$ cat src/rtl/present_key_expander.sv
// PRESENT round-key generator (80- or 128-bit key) that streams K1..K_NUM_RK
// over a valid/ready handshake, one key update per accepted transfer.
module present_key_expander #(
  parameter int unsigned KEY_W  = 80,
  parameter int unsigned NUM_RK = 32
) (
  input  logic             clk,
  input  logic             rst,
  input  logic             req,
  input  logic [KEY_W-1:0] key,
  output logic             busy,
  output logic             rk_valid,
  input  logic             rk_ready,
  output logic [63:0]      rk,
  output logic [4:0]       rk_idx,
  output logic             done
);

  if (!(KEY_W == 80 || KEY_W == 128)) begin : g_bad_key_w
    $error("present_key_expander: KEY_W must be 80 or 128");
  end
  if (NUM_RK < 1 || NUM_RK > 32) begin : g_bad_num_rk
    $error("present_key_expander: NUM_RK must be in 1..32");
  end

  // Position of the 5-bit round-counter injection in the key register.
  localparam int unsigned CtrLsb  = (KEY_W == 128) ? 62 : 15;
  localparam logic [4:0]  LastIdx = 5'(NUM_RK - 1);

  typedef enum logic [0:0] {StIdle, StEmit} state_e;

  state_e           state_q;
  logic [KEY_W-1:0] key_q;
  logic [4:0]       cnt_q;
  logic             done_q;

  function automatic logic [3:0] sbox(input logic [3:0] x);
    logic [3:0] y;
    unique case (x)
      4'h0: y = 4'hC;
      4'h1: y = 4'h5;
      4'h2: y = 4'h6;
      4'h3: y = 4'hB;
      4'h4: y = 4'h9;
      4'h5: y = 4'h0;
      4'h6: y = 4'hA;
      4'h7: y = 4'hD;
      4'h8: y = 4'h3;
      4'h9: y = 4'hE;
      4'hA: y = 4'hF;
      4'hB: y = 4'h8;
      4'hC: y = 4'h4;
      4'hD: y = 4'h7;
      4'hE: y = 4'h1;
      4'hF: y = 4'h2;
    endcase
    return y;
  endfunction

  function automatic logic [KEY_W-1:0] key_update(input logic [KEY_W-1:0] k,
                                                  input logic [4:0]       c);
    logic [KEY_W-1:0] r;
    r = {k[KEY_W-62:0], k[KEY_W-1:KEY_W-61]};
    r[KEY_W-1 -: 4] = sbox(r[KEY_W-1 -: 4]);
    if (KEY_W == 128) begin
      r[KEY_W-5 -: 4] = sbox(r[KEY_W-5 -: 4]);
    end
    r[CtrLsb +: 5] = r[CtrLsb +: 5] ^ c;
    return r;
  endfunction

  always_ff @(posedge clk or posedge rst) begin
    if (rst) begin
      state_q <= StIdle;
      key_q   <= '0;
      cnt_q   <= '0;
      done_q  <= 1'b0;
    end else begin
      done_q <= 1'b0;
      unique case (state_q)
        StIdle: begin
          if (req) begin
            key_q   <= key;
            cnt_q   <= '0;
            state_q <= StEmit;
          end
        end
        StEmit: begin
          if (rk_ready) begin
            if (cnt_q == LastIdx) begin
              state_q <= StIdle;
              done_q  <= 1'b1;
            end else begin
              key_q <= key_update(key_q, cnt_q + 5'd1);
              cnt_q <= cnt_q + 5'd1;
            end
          end
        end
      endcase
    end
  end

  assign busy     = (state_q == StEmit);
  assign rk_valid = (state_q == StEmit);
  assign rk       = key_q[KEY_W-1 -: 64];
  assign rk_idx   = cnt_q;
  assign done     = done_q;

endmodule

$ cat config.mk
export PLATFORM = sky130hd
export DESIGN_NAME = present_key_expander
export DESIGN_NICKNAME = d
export VERILOG_FILES = /design/src/rtl/present_key_expander.sv
export SDC_FILE = /design/constraint.sdc
export NUM_CORES = 1
export LEC_CHECK = 0
export CAP_MARGIN = 10
export CORE_UTILIZATION = 50
export DETAILED_ROUTE_END_ITERATION = 12
export PLACE_DENSITY = 0.95
export SLEW_MARGIN = 15
export SYNTH_ARGS = -nofsm -noshare
export SYNTH_HDL_FRONTEND = slang
export SYNTH_SLANG_ARGS = --single-unit
$ cat constraint.sdc
create_clock -name clk -period 8.6 [get_ports clk]
set_input_delay 1.72 -clock clk [delete_from_list [all_inputs] [get_ports clk]]
set_output_delay 1.72 -clock clk [all_outputs]
set_load 0.005 [all_outputs]
==> impl_metrics.csv <==
group,metric,value,unit
clock_network,postCtsHoldBufs,0,
logic_synthesis,synth-edff-count,0,
logic_synthesis,synth_cells,478,
drt,vias,3699,
power_and_ir_drop,leakage,0.00300,uW
hold_path,hp-class,"register to register",
drt,firstDrtPassIters,4,
layout,layout_commonest_cell,"clkdlybuf4s50_1",
drt,wirelength,11500,um
floorplanning,row_count,35,
timing,slew_headroom,39.4,%
drt,wl_per_cell,16.9,um
layout,fin_cells,680,
timing,period_minus_slack,4.04,ns
clock_network,htree_num_levels,3,
critical_path,startpoint_type,"input pin",
logic_synthesis,synthTopCellsByArea,"dfrtp_1 45%, mux2i_1 15%, buf_4 10%, o21ai_0 7.9%, nand3_1 7.8%",
run_status,status,"finished clean",
floorplanning,ios,156,
floorplanning,start_util,52.0,%
global_route,grt_max_degree,88,
clock_network,cts_root_buffer,"clkbuf_8",
global_route,grt-ovfl-total,0,
clock_network,clock-sinks,87,
logic_synthesis,synthFlopType,"dfrtp_1",
logic_synthesis,yosys.area.top_type,"dfrtp_1",
power_and_ir_drop,ir_drop,0.126,mV
logic_synthesis,synth_top_area_share,45.1,%
timing,rsz0062_at_grt,"no",
layout,final_core_util,66.4,%
place,place_hpwl,7570,um
floorplanning,die_h,100,um
critical_path,path_class,"input pin to register",
layout,n_antenna_cell,0,
drt,final_antenna_net_count,0,
timing,hold_violations,0,
timing,slew_viol_final,0,
layout,syn2layout_area_growth,27.7,%
timing,fmax,0.248,GHz
drt,vias_per_cell,5.44,
global_route,grt_pass1_vias,3722,
clock_network,path_clk_slew,0.09,ns
global_route,grt_use_total,22.9,%
timing,tightest_slew,0.909,ns
drt,drcViolationCount,0,
power_and_ir_drop,power,1580,uW
timing,finalCritPeriodShare,46.9,%
logic_synthesis,synthArstFlopShare,100,%
layout,fillers,729,
critical_path,cp.arrival,4.27,ns
job,drv_cap,0,
floorplanning,core_area,9280,um^2
global_route,antenna_found_initial,0,
logic_synthesis,seq_area_frac_synth,45.1,%
layout,final_nets,637,
timing,skew,0.0135,ns
clock_network,post-cts-setup-buffers,0,
logic_synthesis,yosysUniqueCellTypes,33,
clock_network,cts_made_buffers,9,
critical_path,path_max_fanout,86,
logic_synthesis,synthesis.area,4830,um^2
critical_path,cp-end-kind,"register",
logic_synthesis,yosys_warnings,0,
logic_synthesis,synth_nets,569,
clock_network,clkLatencyLatePin,0.34,ns
critical_path,critical_path_required,8.83,ns
floorplanning,fp.dieArea,10000,um^2
global_route,grt_pass1_wl,18400,um
drt,drt_iter0_drc,140,
logic_synthesis,syn_area_per_cell,10.1,um^2
layout,final_layout_size_suffix_gt1_share,4.90,%
floorplanning,die_w,100,um
clock_network,cts_resized,0,
clock_network,cts_tree,"yes",
place,port_buffers,155,
timing,setup_violations,0,
place,dp_cells,664,
layout,final_cell_mix,"155 x clkdlybuf4s50_1, 86 x dfrtp_1, 76 x o21ai_0",
power_and_ir_drop,powerDensity,257,nW/um^2
logic_synthesis,ys_ff_latch,87,
place,gp_congestion,0.806,
clock_network,clockBufferDepth,2,
timing,fin_tns_setup,0,ns
[registers in the layout, indices dropped and copies added, names as in the netlist]
register	cells
rk_idx	5
busy	1
key_q	80
done	1
[worst paths after layout]
check	start	end	slack (ns)	cells past startpoint
max	rk_ready	key_q[19]$_DFFE_PP0P_	4.56	6
min	key_q[13]$_DFFE_PP0P_	key_q[13]$_DFFE_PP0P_	0.51	2
max reg2reg	rk_idx[0]$_DFFE_PP0P_	key_q[19]$_DFFE_PP0P_	5.34	8
min reg2reg	key_q[13]$_DFFE_PP0P_	key_q[13]$_DFFE_PP0P_	0.51	2
max in group asynchronous	rst	busy$_DFF_PP0_	6.10	3
min in group asynchronous	rst	key_q[59]$_DFFE_PP0P_	1.90	3
[cell type report]
| type | instances | area [um^2] | area share (%) |
|---|---|---|---|
| sequential | 87 | 2180 | 35.4 |
| multi-input combinational | 280 | 1960 | 31.8 |
| timing repair buffer | 160 | 1590 | 25.8 |
| tap | 129 | 161 | 2.62 |
| clock buffer | 11 | 131 | 2.13 |
| clock inverter | 5 | 106 | 1.73 |
| inverter | 8 | 31.3 | 0.507 |
[cell families (layout without fill, tap and decap cells)]
logic type,after synthesis,count (layout),synth area share (%)
mux,78,78,16.8
simple gates,95,95,10.2
flops,87,87,45.1
buf+inv,111,184,14.3
xor+xnor,8,8,1.45
compound gates,92,92,10.3
fa+ha+maj,7,7,1.81
[synthesized netlist by cell type (3+ instances only)]
cell and number:
a21oi_1 4, a22o_1 4, buf_1 6, buf_2 7, buf_4 65, buf_6 3, clkbuf_1 22, dfrtp_1 87
ha_1 7, inv_1 8, mux2i_1 73, nand3_1 75, nor2_1 7, o21ai_0 76, xnor2_1 5, xor2_1 3
[routing by layer]
metal / GRT usage, % / part of all wire [%] / vias to the layer above
met3: 3.55 / 4.3 / 11
met4: 5.35 / 0.93 / 0
li1: - / - / 1753
met2: 39.8 / 50 / 100
met5: 0 / 0 / -
met1: 30.2 / 45 / 1835
[report_power, final]
part	switching [uW]	internal [uW]
logic	218	358
registers	130	539
clock network	146	194
[critical path, stage by stage]
cell and delay [ns]:
clkdlybuf4s50_1 0.44, nand3b_1 0.10, buf_4 0.68, and2_2 0.26
buf_4 0.55, mux2_2 0.40
[metrics by stage]
stage,area (um^2),hold WS [ns],worst slack (ns)
after CTS,6160,0.510,4.63
after detailed placement,5920,0.492,4.27
after floorplan,4830,0.469,4.63
final,6160,0.508,4.56
after global routing,6160,0.528,4.46
after global placement,5920,0.485,4.33
Power figures use the tool's default switching activity.
==> RTL change (same flow settings) <==
Register the input `key` before use, with the module's reset. The logic sees it one clock later. The other inputs are not delayed to match.
--- a/src/rtl/present_key_expander.sv
+++ b/src/rtl/present_key_expander.sv
@@ -17,2 +17,12 @@
 );
+
+  logic [KEY_W-1:0] key_r;
+
+  always_ff @(posedge clk or posedge rst) begin
+    if (rst) begin
+      key_r <= '0;
+    end else begin
+      key_r <= key;
+    end
+  end
 
@@ -82,3 +92,3 @@
           if (req) begin
-            key_q   <= key;
+            key_q   <= key_r;
             cnt_q   <= '0;
Check against the original RTL: not equivalent (a bounded check fails within 4 cycles, from zero or initial values and one cycle with rst high).
==> RTL change against the original RTL <==
Sequential cell count up 80. Critical endpoint unchanged. Clock skew decreased by 0.0068 ns. Sequential power up 62%. Power increased by 51%. Final area up 39%. Wire length increased by 28%. Die area is 41% higher. Worst setup slack worse by 0.030 ns. Synthesized area rose by 42%.
==> RTL change: results (changes against the original RTL) <==
- Outcome: complete, no violations (unchanged)
- Via count of the first global-routing pass: 4728 (was 3722)
- DRT met1 WL: 6.087 mm (was 5.139 mm)
- Clk_skew: 0.006652 ns (was 0.01345 ns)
- Static Leak: 4.098 nW (was 2.998 nW)
- Synth cell types: 34 (was 33)
- Met2 layer usage reported by global route: 35.56% (was 39.78%)
- Top post-synthesis cells by area: sky130_fd_sc_hd__dfrtp_1 (61%), sky130_fd_sc_hd__mux2i_1 (11%), sky130_fd_sc_hd__buf_4 (7.1%), sky130_fd_sc_hd__o21ai_0 (5.6%), sky130_fd_sc_hd__nand3_1 (5.5%) (was sky130_fd_sc_hd__dfrtp_1 (45%), sky130_fd_sc_hd__mux2i_1 (15%), sky130_fd_sc_hd__buf_4 (10%), sky130_fd_sc_hd__o21ai_0 (7.9%), sky130_fd_sc_hd__nand3_1 (7.8%))
- Routed via count divided by cell count: 5.419 (was 5.440)
- Instance area at placement: 8000 um^2 (was 5923 um^2)
- Seq/Total Area, Yosys: 61.19% (was 45.11%)
- Cell with the biggest individual delay on the critical path: sky130_fd_sc_hd__dfrtp_4 (was sky130_fd_sc_hd__buf_4)
- Maximum number of pins on one net before global-route repair: 87 (was 88)
- XOR/XNOR share of the synthesized area: 1.026% (was 1.452%)
- Number of buffers created by CTS: 17 (was 9)
- Origin of the worst setup path: busy (was rk_ready)
- Area share of the leading cell type in the synthesized netlist: 61.19% (was 45.11%)
- Worst-Skew Late Latency: 0.43 ns (was 0.34 ns)
- Root Driver: sky130_fd_sc_hd__clkbuf_16 (was sky130_fd_sc_hd__clkbuf_8)
- Depth of the most critical reg-to-reg path: 6 (was 8)
- Worst Hold Endpoint: key_q[8] (was key_q[13])
- Crit share post-route: 47.27% (was 46.93%)
- Post-place setup slack: 4.178 ns (was 4.266 ns)
- DR WL/cell: 17.78 um (was 16.89 um)
- Met2 wire len: 7.272 mm (was 5.751 mm)
- Number of standard cells after synthesis: 558 (was 478)
- Fraction of final layout cells sized beyond drive strength 1: 7.099% (was 4.900%)
- Global-route wire length before repair: 24.36 mm (was 18.44 mm)
- Worst Tran Pin Value: 1.025 ns (was 0.9091 ns)
- Final layout net count: 726 (was 637)
- Synth Net Count: 649 (was 569)
- Fraction of met3 tracks used by global routing: 6.034% (was 3.552%)
- Post-synthesis mux area share: 11.85% (was 16.77%)
- Share of the synthesized area in compound gates (AO/OA/AOI/OAI): 7.310% (was 10.34%)
- Adder-cell share of the synthesized area: 1.283% (was 1.815%)
- Initial detailed-routing violation count: 466 (was 140)
- Routed wire length on met3: 919 um (was 489 um)
- Post-Layout Cell Count: 824 (was 680)
## RTL change: cell types whose count changed after synthesis, sizes merged
cell    delta
dfrtp     +80
buf        +1
clkbuf     -1
## RTL change: layout make-up
class	instances	share of cell area (%)
sequential	167	48.82
multi-input combinational	280	22.94
clock buffer	18	5.126
timing repair buffer	161	18.64
tap	176	2.570
clock inverter	14	1.490
inverter	8	0.4089
## RTL change: metrics by stage
| stage | hold slack, ns | utilization [%] |
|---|---|---|
| after floorplan | 0.4686 | - |
| after global placement | 0.4872 | 60.17 |
| after detailed placement | 0.4986 | 60.17 |
| after CTS | 0.5126 | 64.44 |
| after global routing | 0.5575 | 64.44 |
| final | 0.5044 | 64.44 |
## RTL change: where the power goes
| group | total [mW] | internal (mW) | switching [mW] |
|---|---|---|---|
| sequential | 1.08 | 0.935 | 0.149 |
| clock | 0.719 | 0.407 | 0.312 |
| combinational | 0.584 | 0.358 | 0.226 |
